<file path="src/rtl/athos_ip_x_heep_pkg.sv">
// Shared types and constants for the athos_ip wrapper: job opcodes, job descriptor,
// scheduler FSM states and the slave-window geometry.
package athos_ip_x_heep_pkg;

  localparam int unsigned ATHOS_IP_SIZE      = 32'h0020_0000;
  localparam int unsigned ATHOS_SLAVE_ADDR_W = $clog2(ATHOS_IP_SIZE);
  localparam int unsigned ATHOS_POLY_BYTES   = 512;

  typedef enum logic [1:0] {
    ATHOS_NTT  = 2'd0,
    ATHOS_INTT = 2'd1,
    ATHOS_PWM  = 2'd2,
    ATHOS_RSVD = 2'd3
  } athos_op_e;

  typedef struct packed {
    athos_op_e                     op;
    logic [ATHOS_SLAVE_ADDR_W-1:0] src;
    logic [ATHOS_SLAVE_ADDR_W-1:0] dst;
  } athos_job_t;

  typedef enum logic [1:0] {
    SCHED_IDLE  = 2'd0,
    SCHED_ISSUE = 2'd1,
    SCHED_WAIT  = 2'd2,
    SCHED_ABORT = 2'd3
  } athos_sched_state_e;

endpackage

</file>
<file path="src/rtl/athos_job_fifo.sv">
// Synchronous circular FIFO of job descriptors with an occupancy count and a
// single-cycle flush that empties it.
module athos_job_fifo
  import athos_ip_x_heep_pkg::*;
#(
  parameter int unsigned DEPTH = 4,
  localparam int unsigned PTR_W = $clog2(DEPTH),
  localparam int unsigned CNT_W = PTR_W + 1
) (
  input  logic             clk,
  input  logic             rst,
  input  logic             flush,
  input  logic             push,
  input  athos_job_t       push_data,
  input  logic             pop,
  output athos_job_t       head,
  output logic             empty,
  output logic [CNT_W-1:0] count
);

  athos_job_t       mem [DEPTH];
  logic [PTR_W-1:0] rd_ptr;
  logic [PTR_W-1:0] wr_ptr;
  logic             full;
  logic             do_push;
  logic             do_pop;

  assign empty   = (count == '0);
  assign full    = (count == CNT_W'(DEPTH));
  assign do_pop  = pop & ~empty;
  // A full FIFO can take a new entry when the head leaves in the same cycle.
  assign do_push = push & (~full | do_pop);
  assign head    = mem[rd_ptr];

  always_ff @(posedge clk) begin
    if (do_push) mem[wr_ptr] <= push_data;
  end

  always_ff @(posedge clk) begin
    if (rst || flush) begin
      rd_ptr <= '0;
      wr_ptr <= '0;
      count  <= '0;
    end else begin
      if (do_push) wr_ptr <= wr_ptr + 1'b1;
      if (do_pop)  rd_ptr <= rd_ptr + 1'b1;
      unique case ({do_push, do_pop})
        2'b10:   count <= count + 1'b1;
        2'b01:   count <= count - 1'b1;
        default: ;
      endcase
    end
  end

endmodule

</file>
<file path="src/rtl/athos_job_scheduler.sv">
// Queues compute jobs from the register front-end, issues them one at a time to the
// engine, and tracks completion, watchdog timeouts and the CPU interrupt.
module athos_job_scheduler
  import athos_ip_x_heep_pkg::*;
#(
  parameter int unsigned QUEUE_DEPTH    = 4,
  parameter int unsigned ADDR_W         = ATHOS_SLAVE_ADDR_W,
  parameter int unsigned POLY_BYTES     = ATHOS_POLY_BYTES,
  parameter int unsigned TIMEOUT_CYCLES = 65535
) (
  input  logic                         clk_i,
  input  logic                         rst_i,
  input  logic                         cmd_valid_i,
  output logic                         cmd_ready_o,
  input  logic [1:0]                   cmd_op_i,
  input  logic [ADDR_W-1:0]            cmd_src_i,
  input  logic [ADDR_W-1:0]            cmd_dst_i,
  output logic                         cmd_reject_o,
  input  logic                         flush_i,
  output logic                         eng_start_o,
  output logic [1:0]                   eng_op_o,
  output logic [ADDR_W-1:0]            eng_src_o,
  output logic [ADDR_W-1:0]            eng_dst_o,
  input  logic                         eng_done_i,
  output logic                         eng_abort_o,
  output logic                         busy_o,
  output logic [$clog2(QUEUE_DEPTH):0] q_count_o,
  output logic [15:0]                  jobs_done_o,
  output logic                         err_timeout_o,
  output logic                         irq_o,
  input  logic                         irq_clear_i
);

  localparam int unsigned CNT_W = $clog2(QUEUE_DEPTH) + 1;
  localparam int unsigned WD_W  = $clog2(TIMEOUT_CYCLES + 1);
  localparam logic [CNT_W-1:0] Q_FULL   = CNT_W'(QUEUE_DEPTH);
  localparam logic [WD_W-1:0]  WD_LAST  = WD_W'(TIMEOUT_CYCLES - 1);
  // Highest start offset at which a whole polynomial still fits in the window.
  localparam logic [ADDR_W:0]  OFF_LIMIT = (ADDR_W+1)'((64'd1 << ADDR_W) - 64'(POLY_BYTES));

  function automatic logic offset_legal(input logic [ADDR_W-1:0] off);
    return (off[1:0] == 2'b00) && ({1'b0, off} <= OFF_LIMIT);
  endfunction

  athos_sched_state_e state_q, state_d;
  athos_job_t         push_job, head_job, act_q;
  logic [CNT_W-1:0]   q_count;
  logic [WD_W-1:0]    wdog_q;
  logic [15:0]        jobs_done_q;
  logic               fifo_empty;
  logic               push_hs, job_legal, pop;
  logic               wd_clr, wd_inc, done_evt, to_evt;
  logic               reject_p1, irq_q, err_q;

  assign cmd_ready_o = (q_count < Q_FULL) & ~flush_i;
  assign push_hs     = cmd_valid_i & cmd_ready_o;
  assign job_legal   = (cmd_op_i != 2'd3) && offset_legal(cmd_src_i) && offset_legal(cmd_dst_i);
  assign push_job    = '{op:  athos_op_e'(cmd_op_i),
                         src: ATHOS_SLAVE_ADDR_W'(cmd_src_i),
                         dst: ATHOS_SLAVE_ADDR_W'(cmd_dst_i)};

  athos_job_fifo #(.DEPTH(QUEUE_DEPTH)) u_fifo (
    .clk       (clk_i),
    .rst       (rst_i),
    .flush     (flush_i),
    .push      (push_hs & job_legal),
    .push_data (push_job),
    .pop       (pop),
    .head      (head_job),
    .empty     (fifo_empty),
    .count     (q_count)
  );

  always_ff @(posedge clk_i) begin
    if (rst_i) state_q <= SCHED_IDLE;
    else       state_q <= state_d;
  end

  // Flush outranks both done and the watchdog; done outranks the watchdog.
  always_comb begin
    state_d  = state_q;
    pop      = 1'b0;
    wd_clr   = 1'b0;
    wd_inc   = 1'b0;
    done_evt = 1'b0;
    to_evt   = 1'b0;
    unique case (state_q)
      SCHED_IDLE: begin
        if (!flush_i && !fifo_empty) begin
          pop     = 1'b1;
          state_d = SCHED_ISSUE;
        end
      end
      SCHED_ISSUE: begin
        wd_clr  = 1'b1;
        state_d = flush_i ? SCHED_ABORT : SCHED_WAIT;
      end
      SCHED_WAIT: begin
        if (flush_i) begin
          state_d = SCHED_ABORT;
        end else if (eng_done_i) begin
          done_evt = 1'b1;
          state_d  = SCHED_IDLE;
        end else if (wdog_q == WD_LAST) begin
          to_evt  = 1'b1;
          state_d = SCHED_ABORT;
        end else begin
          wd_inc = 1'b1;
        end
      end
      SCHED_ABORT: state_d = SCHED_IDLE;
      default:     state_d = SCHED_IDLE;
    endcase
  end

  always_ff @(posedge clk_i) begin
    if (rst_i) begin
      act_q       <= '0;
      wdog_q      <= '0;
      jobs_done_q <= '0;
      reject_p1   <= 1'b0;
      irq_q       <= 1'b0;
      err_q       <= 1'b0;
    end else begin
      if (pop) act_q <= head_job;
      if (wd_clr)      wdog_q <= '0;
      else if (wd_inc) wdog_q <= wdog_q + 1'b1;
      if (done_evt) jobs_done_q <= jobs_done_q + 1'b1;
      reject_p1 <= push_hs & ~job_legal;
      if (done_evt || to_evt) irq_q <= 1'b1;
      else if (irq_clear_i)   irq_q <= 1'b0;
      if (to_evt)           err_q <= 1'b1;
      else if (irq_clear_i) err_q <= 1'b0;
    end
  end

  assign eng_start_o   = (state_q == SCHED_ISSUE);
  assign eng_abort_o   = (state_q == SCHED_ABORT);
  assign busy_o        = (state_q != SCHED_IDLE);
  assign eng_op_o      = act_q.op;
  assign eng_src_o     = ADDR_W'(act_q.src);
  assign eng_dst_o     = ADDR_W'(act_q.dst);
  assign q_count_o     = q_count;
  assign jobs_done_o   = jobs_done_q;
  assign cmd_reject_o  = reject_p1;
  assign err_timeout_o = err_q;
  assign irq_o         = irq_q;

endmodule

</file>
<file path="config.mk">
export PLATFORM = sky130hd
export DESIGN_NAME = athos_job_scheduler
export DESIGN_NICKNAME = d
export VERILOG_FILES = /design/src/rtl/athos_ip_x_heep_pkg.sv /design/src/rtl/athos_job_fifo.sv /design/src/rtl/athos_job_scheduler.sv
export SDC_FILE = /design/constraint.sdc
export NUM_CORES = 1
export LEC_CHECK = 0
export ABC_CLOCK_PERIOD_IN_PS = 2900
export CAP_MARGIN = 20
export CORE_ASPECT_RATIO = 0.8
export CORE_UTILIZATION = 50
export CTS_CLUSTER_DIAMETER = 200
export DETAILED_ROUTE_END_ITERATION = 6
export PLACE_DENSITY = 0.75
export SLEW_MARGIN = 20
export SYNTH_ARGS = -nofsm -noshare
export SYNTH_HDL_FRONTEND = slang
export SYNTH_SLANG_ARGS = --single-unit
</file>
<file path="constraint.sdc">
create_clock -name clk_i -period 2.9 [get_ports clk_i]
set_input_delay 0.435 -clock clk_i [delete_from_list [all_inputs] [get_ports clk_i]]
set_output_delay 0.435 -clock clk_i [all_outputs]
set_load 0.02 [all_outputs]
</file>
==> results of run 1 <==
## synth_stat cells (2+ instances only)
library cell / number / share of area [%]
inv_1: 11 / 0.41
a21oi_1: 61 / 3.0
nand4_1: 12 / 0.74
xor2_1: 7 / 0.60
clkbuf_1: 19 / 0.70
and4_1: 3 / 0.26
xnor2_1: 20 / 1.7
a31oi_1: 2 / 0.12
a211oi_1: 6 / 0.44
mux4_2: 44 / 9.8
a311oi_1: 2 / 0.17
o21ai_0: 4 / 0.20
nor4_1: 5 / 0.31
nor4_2: 2 / 0.25
or3_1: 4 / 0.25
nand3_4: 2 / 0.35
nand3b_1: 2 / 0.15
and3_1: 7 / 0.43
nor3_1: 9 / 0.44
ha_1: 8 / 0.99
buf_2: 11 / 0.54
a21o_1: 2 / 0.15
dfxtp_1: 88 / 17
nand3_1: 11 / 0.54
or2_2: 3 / 0.19
nand2_1: 105 / 3.9
nor2_1: 35 / 1.3
edfxtp_1: 176 / 52
## per-layer routing
layer,wire [microns],GRT usage [%],part of all wire (%)
met1,9544,29.29,44
met2,10460,35.14,48
met3,1401,3.905,6.4
met4,378,5.216,1.7
met5,0,0,0
## cells in the final DEF, fill, tap and decap left out, types with 9 or more instances in the layout
master             n
a21oi_1           61
buf_4             25
clkbuf_16         25
clkdlybuf4s50_1  118
dfxtp_1           86
edfxtp_1         176
inv_1             10
mux4_2            44
nand2_1          105
nand3_1           11
nand4_1           12
nor2_1            35
nor3_1             9
xnor2_1           20
## final timing paths
kind	startpoint	endpoint	slack, ns	cells after the start
worst min-delay path	eng_dst_o[20]	eng_dst_o[20]	0.45	2
worst max-delay path	cmd_dst_i[12]	u_fifo.count[2]	0.37	11
worst max register to register	state_q[0]	u_fifo.count[2]	0.56	9
worst min register to register	eng_dst_o[20]	eng_dst_o[20]	0.45	2
## kinds of logic after synthesis
| family | share of synthesized area [%] |
|---|---|
| AO/OA/AOI/OAI | 5.036 |
| multiplexers | 9.875 |
| buffers and inverters | 1.876 |
| flip-flops | 69.52 |
| adder cells (fa/ha/maj) | 1.185 |
| XOR/XNOR | 2.333 |
| AND/OR/NAND/NOR | 10.17 |
## metrics by stage
stage | TNS (ns) | setup WS [ns] | hold WS (ns) | area, sq um
finish | 0 | 0.3662 | 0.4546 | 12630
global route | 0 | 0.2690 | 0.4660 | 12630
CTS | 0 | 0.3539 | 0.4343 | 12630
detailed placement | -0.1409 | -0.1409 | 0.4490 | 11860
global placement | -0.03457 | -0.03457 | 0.4412 | 11860
floorplan | 0 | 0.08813 | 0.4603 | 10140
## report_power, final
group | internal, W | switching, W | total [W]
Sequential | 0.00401 | 0.00000220 | 0.00401
Clock | 0.00171 | 0.00136 | 0.00307
Combinational | 0.0000867 | 0.0000934 | 0.000180
## state kept, by name, summed over array words and instances, names as in the netlist, 3 cells and up
register,cells
wdog_q,16
u_fifo.mem,176
eng_src_o,21
eng_dst_o,21
u_fifo.count,3
jobs_done_o,16
## layout make-up
type | count | area (sq um)
inverter | 11 | 41.29
sequential | 264 | 7052
tap | 264 | 330.3
clock inverter | 15 | 115.1
timing repair buffer | 151 | 1514
clock buffer | 30 | 654.4
fill | 1390 | 7231
multi-input combinational | 374 | 2919
## critical path: cells and delay by family
family | cells | cell delay, ns
buffers and inverters | 2 | 0.63
xor gates and xnor gates | 1 | 0.15
AOI/OAI and AO/OA | 2 | 0.32
and+or+nand+nor | 4 | 0.90
adders and majority gates | 2 | 0.54
==> flow_summary_export.csv, run 1 <==
group,metric,value,unit
sta,worst_slew_pin_slew,0.6230,ns
routing,dr_total_vias,6223,
clock_tree,clock_path_buffers,3,
sta,finalHoldViolCount,0,
global_route,grt.total_usage,21.19,%
routing,postRouteAntennaNets,0,
sta,slew_violations,0,
sta,setup_violations,0,
worst_setup_path,cp_slowest_stage_delay,0.57,ns
global_route,grt_overflow,0,
flow_run,drv_cap,0,
final_layout,post-route-util,63.59,%
logic_synthesis,ys_async_sr_fraction,0,%
sta,skew,0.02112,ns
routing,wire_per_inst,19.65,microns
floorplan,die_h,129.4,microns
logic_synthesis,synth_edf_count,176,
final_layout,diodes,0,
worst_setup_path,critPathArrivalTime,2.98,ns
power_and_ir_drop,power.total,0.007259,W
final_layout,syn2layout_area_growth,24.57,%
worst_setup_path,crit_required,3.34,ns
final_layout,drive_gt1_share,16.21,%
floorplan,io_pins,120,
routing,wl,21790,microns
floorplan,die_area,0.02085,sq mm
worst_setup_path,critPathMaxFanout,5,
routing,drc,0,
sta,fin_crit,2.534,ns
floorplan,coreArea,0.01986,sq mm
floorplan,die_w,161.2,microns
sta,period_share,87.37,%
global_route,grt_pass1_vias,6188,
logic_synthesis,synth_fp_nets,741,
clock_tree,cts.sink_count,264,
sta,slew-limit-headroom,58.47,%
final_layout,fin_cells,1109,
logic_synthesis,ys_types,49,
worst_setup_path,endpoint_kind,"register",
global_route,grt_pass1_wl,33880,microns
clock_tree,cts_tree,"done",
sta,max_freq,394.7,MHz
clock_tree,cts-buffers-inserted,25,
routing,first_pass_iters,4,
clock_tree,clkLatencyLatePin,0.53,ns
clock_tree,root_buffer,"clkbuf_16",
worst_setup_path,critical_path.most_common_cell,"a21oi_1",
routing,avgViaCountPerCell,5.611,
floorplan,rows,46,
clock_tree,cts_setup_buffers,0,
placed_design,detailed_place_hpwl,13450,microns
logic_synthesis,ys_ff_latch,264,
floorplan,start_util,51.05,%
logic_synthesis,syn_area,0.01014,sq mm
power_and_ir_drop,power_density,574.9,mW/mm^2
worst_setup_path,crit_type,"input port to register",
sta,rsz0062_at_grt,"false",
placed_design,numPlacedInstances,1064,
worst_setup_path,worst_path_max_delay_cell,"clkdlybuf4s50_1",
power_and_ir_drop,p_leak,3.962,nW
clock_tree,clkTransAtPathRegs,0.06,ns
routing,drtIter0Drc,542,
logic_synthesis,yosysWarningCount,0,
worst_setup_path,crit_chain,"clkdlybuf4s50_1 -> nand4_1 -> nor3_1 -> a21oi_1 -> nand2_1 -> ha_1 -> inv_1 -> fa_1 -> xor2_1 -> or3_1 -> a21oi_1",
logic_synthesis,postSynthCellCount,682,
run_status,status,"complete, no violations",
placed_design,gp_congestion,0.7480,
logic_synthesis,ys_seq_area_share,69.52,%
logic_synthesis,yosys_most_used_dff,"edfxtp_1",
logic_synthesis,synth_area_per_cell,14.86,sq um
power_and_ir_drop,ir_drop,386.8,uV
clock_tree,cts_hold_buf,0,
clock_tree,cts_resized,0,
global_route,grt_max_degree,47,
final_layout,layout.nets,886,
global_route,antenna_found_initial,0,
clock_tree,cts_max_level,1,
worst_setup_path,startpoint_type,"input port",
placed_design,numPortBuffers,119,
hold_path,hold_class,"register to register",
Note: power is estimated with default switching activity, not from simulation.
==> run 2: changes to the inputs <==
- CTS_CLUSTER_DIAMETER: 200 -> 40
- GPL_ROUTABILITY_DRIVEN: not set -> 1
==> run 2 against run 1 <==
Net effect: critical path depth did not move; die area unchanged; first-iteration DRC count rose by 3.0%; critical path type unchanged.
==> flow_summary_export.csv, run 2 (synthesis results as in run 1) <==
group,metric,value,unit
worst_setup_path,startpoint_type,"input port",
floorplan,die_h,129.4,microns
routing,drt-met1-wl,9804,microns
clock_tree,cts.sink_count,264,
worst_setup_path,crit_chain,"clkdlybuf4s50_1 -> nand4_1 -> nor3_1 -> a21oi_1 -> nand2_1 -> ha_1 -> inv_1 -> fa_1 -> xor2_1 -> or3_1 -> a21oi_1",
routing,drtIter0Drc,558,
clock_tree,cts_max_level,1,
final_layout,seqCellArea,0.007052,sq mm
worst_setup_path,critPathMaxFanout,5,
final_layout,diodes,0,
final_layout,syn2layout_area_growth,27.63,%
sta,finalHoldViolCount,0,
clock_tree,clock_path_buffers,3,
placed_design,gp_congestion,0.7480,
clock_tree,clkLatencyLatePin,0.54,ns
floorplan,rows,46,
flow_run,drv_cap,0,
floorplan,die_w,161.2,microns
floorplan,io_pins,120,
clock_tree,cts_hold_buf,0,
routing,highest_layer,"met4",
final_layout,largest_register_ffs,176,
clock_tree,cts-buffers-inserted,30,
hold_path,hold_depth,3,
floorplan,coreArea,0.01986,sq mm
placed_design,numPortBuffers,119,
final_layout,fin_cells,1120,
sta,skew,0.01786,ns
routing,wire_per_inst,19.63,microns
sta,worst_slew_pin_slew,0.6066,ns
worst_setup_path,endpoint_kind,"register",
floorplan,start_util,51.05,%
final_layout,layout.nets,891,
power_and_ir_drop,power.total,0.008213,W
final_layout,nFillCells,1368,
run_status,status,"complete, no violations",
hold_path,hold_class,"input port to register",
worst_setup_path,cp_slowest_stage_delay,0.58,ns
sta,fin_ws,0.4042,ns
sta,period_share,86.06,%
worst_setup_path,ff2ff_path_depth,9,
clock_tree,root_buffer,"clkbuf_16",
routing,postRouteAntennaNets,0,
final_layout,multi_input_area,0.002919,sq mm
worst_setup_path,crit_required,3.36,ns
worst_setup_path,critical_path.most_common_cell,"a21oi_1",
final_layout,drive_gt1_share,18.34,%
routing,first_pass_iters,7,
sta,fin_crit,2.496,ns
routing,dr_total_vias,6276,
global_route,grt.total_usage,21.38,%
power_and_ir_drop,power_density,634.9,mW/mm^2
routing,wl,21980,microns
clock_tree,cts_setup_buffers,0,
final_layout,post-route-util,65.15,%
floorplan,die_area,0.02085,sq mm
worst_setup_path,crit_type,"input port to register",
clock_tree,cts_resized,0,
sta,slew-limit-headroom,59.56,%
placed_design,numPlacedInstances,1064,
global_route,antenna_found_initial,0,
sta,max_freq,400.7,MHz
final_layout,regMostFlops,"u_fifo.mem",
routing,drc,0,
worst_setup_path,worst_path_max_delay_cell,"clkdlybuf4s50_1",
final_layout,layout_commonest_cell,"edfxtp_1",
placed_design,place_ws,-0.1409,ns
routing,avgViaCountPerCell,5.604,
global_route,grt_overflow,0,
power_and_ir_drop,ir_drop,397.9,uV
sta,rsz0062_at_grt,"false",
global_route,grt_max_degree,47,
global_route,grt_pass1_vias,6294,
worst_setup_path,critPathArrivalTime,2.96,ns
clock_tree,cts_tree,"done",
routing,dr_wl_met2,10570,microns
sta,slew_violations,0,
final_layout,mostFrequentLayoutCells,"176 x edfxtp_1, 118 x clkdlybuf4s50_1, 105 x nand2_1",
clock_tree,clkTransAtPathRegs,0.06,ns
routing,wl_met3,1302,microns
global_route,grt_pass1_wl,34310,microns
power_and_ir_drop,p_leak,4.118,nW
sta,setup_violations,0,
placed_design,detailed_place_hpwl,13450,microns
## run 2: changes by cell type in the layout (fill, tap and decap cells not counted), sizes merged
cell      delta
bufinv       +4
clkbuf       +2
clkinv       -3
clkinvlp     +1
inv          +7
## run 2: where the power goes
part | switching, W | internal, W | leakage, nW
sequential | 0.00000223 | 0.00401 | 2.29
combinational | 0.0000930 | 0.0000868 | 1.29
clock | 0.00157 | 0.00245 | 0.535
total | 0.00166 | 0.00655 | 4.12
## run 2: final timing paths
| path | from | end | slack (ns) |
|---|---|---|---|
| max reg2reg | state_q[0] | u_fifo.count[2] | 0.59 |
| max | cmd_src_i[10] | u_fifo.count[2] | 0.40 |
| min | rst_i | wdog_q[3] | 0.45 |
| min reg2reg | eng_dst_o[20] | eng_dst_o[20] | 0.45 |
## run 2: metrics by stage
| step | hold slack, ns | area [sq um] | TNS (ns) |
|---|---|---|---|
| final | 0.4508 | 12940 | 0 |
| after global routing | 0.4667 | 12940 | 0 |
| after detailed placement | 0.4490 | 11860 | -0.1409 |
| after floorplan | 0.4603 | 10140 | 0 |
| after global placement | 0.4412 | 11860 | -0.03457 |
| after CTS | 0.4460 | 12940 | 0 |
## run 2: final cells by class
class,count,area share (%)
clock buffer,32,6.103
timing repair buffer,151,11.70
inverter,11,0.3192
clock inverter,24,2.244
sequential,264,54.51
multi-input combinational,374,22.56
tap,264,2.553
## run 2: routing by layer
| metal | GRT usage [%] | vias up |
|---|---|---|
| met5 | 0 | - |
| met2 | 35.60 | 211 |
| li1 | - | 2864 |
| met1 | 29.87 | 3175 |
| met3 | 3.553 | 26 |
| met4 | 4.772 | 0 |
## run 2: critical path: cells and delay by family
| family | cells | cell delay (ns) |
|---|---|---|
| XOR/XNOR | 1 | 0.16 |
| buffers and inverters | 2 | 0.64 |
| AO/OA/AOI/OAI | 2 | 0.33 |
| AND/OR/NAND/NOR | 4 | 0.86 |
| adder cells (fa/ha/maj) | 2 | 0.54 |
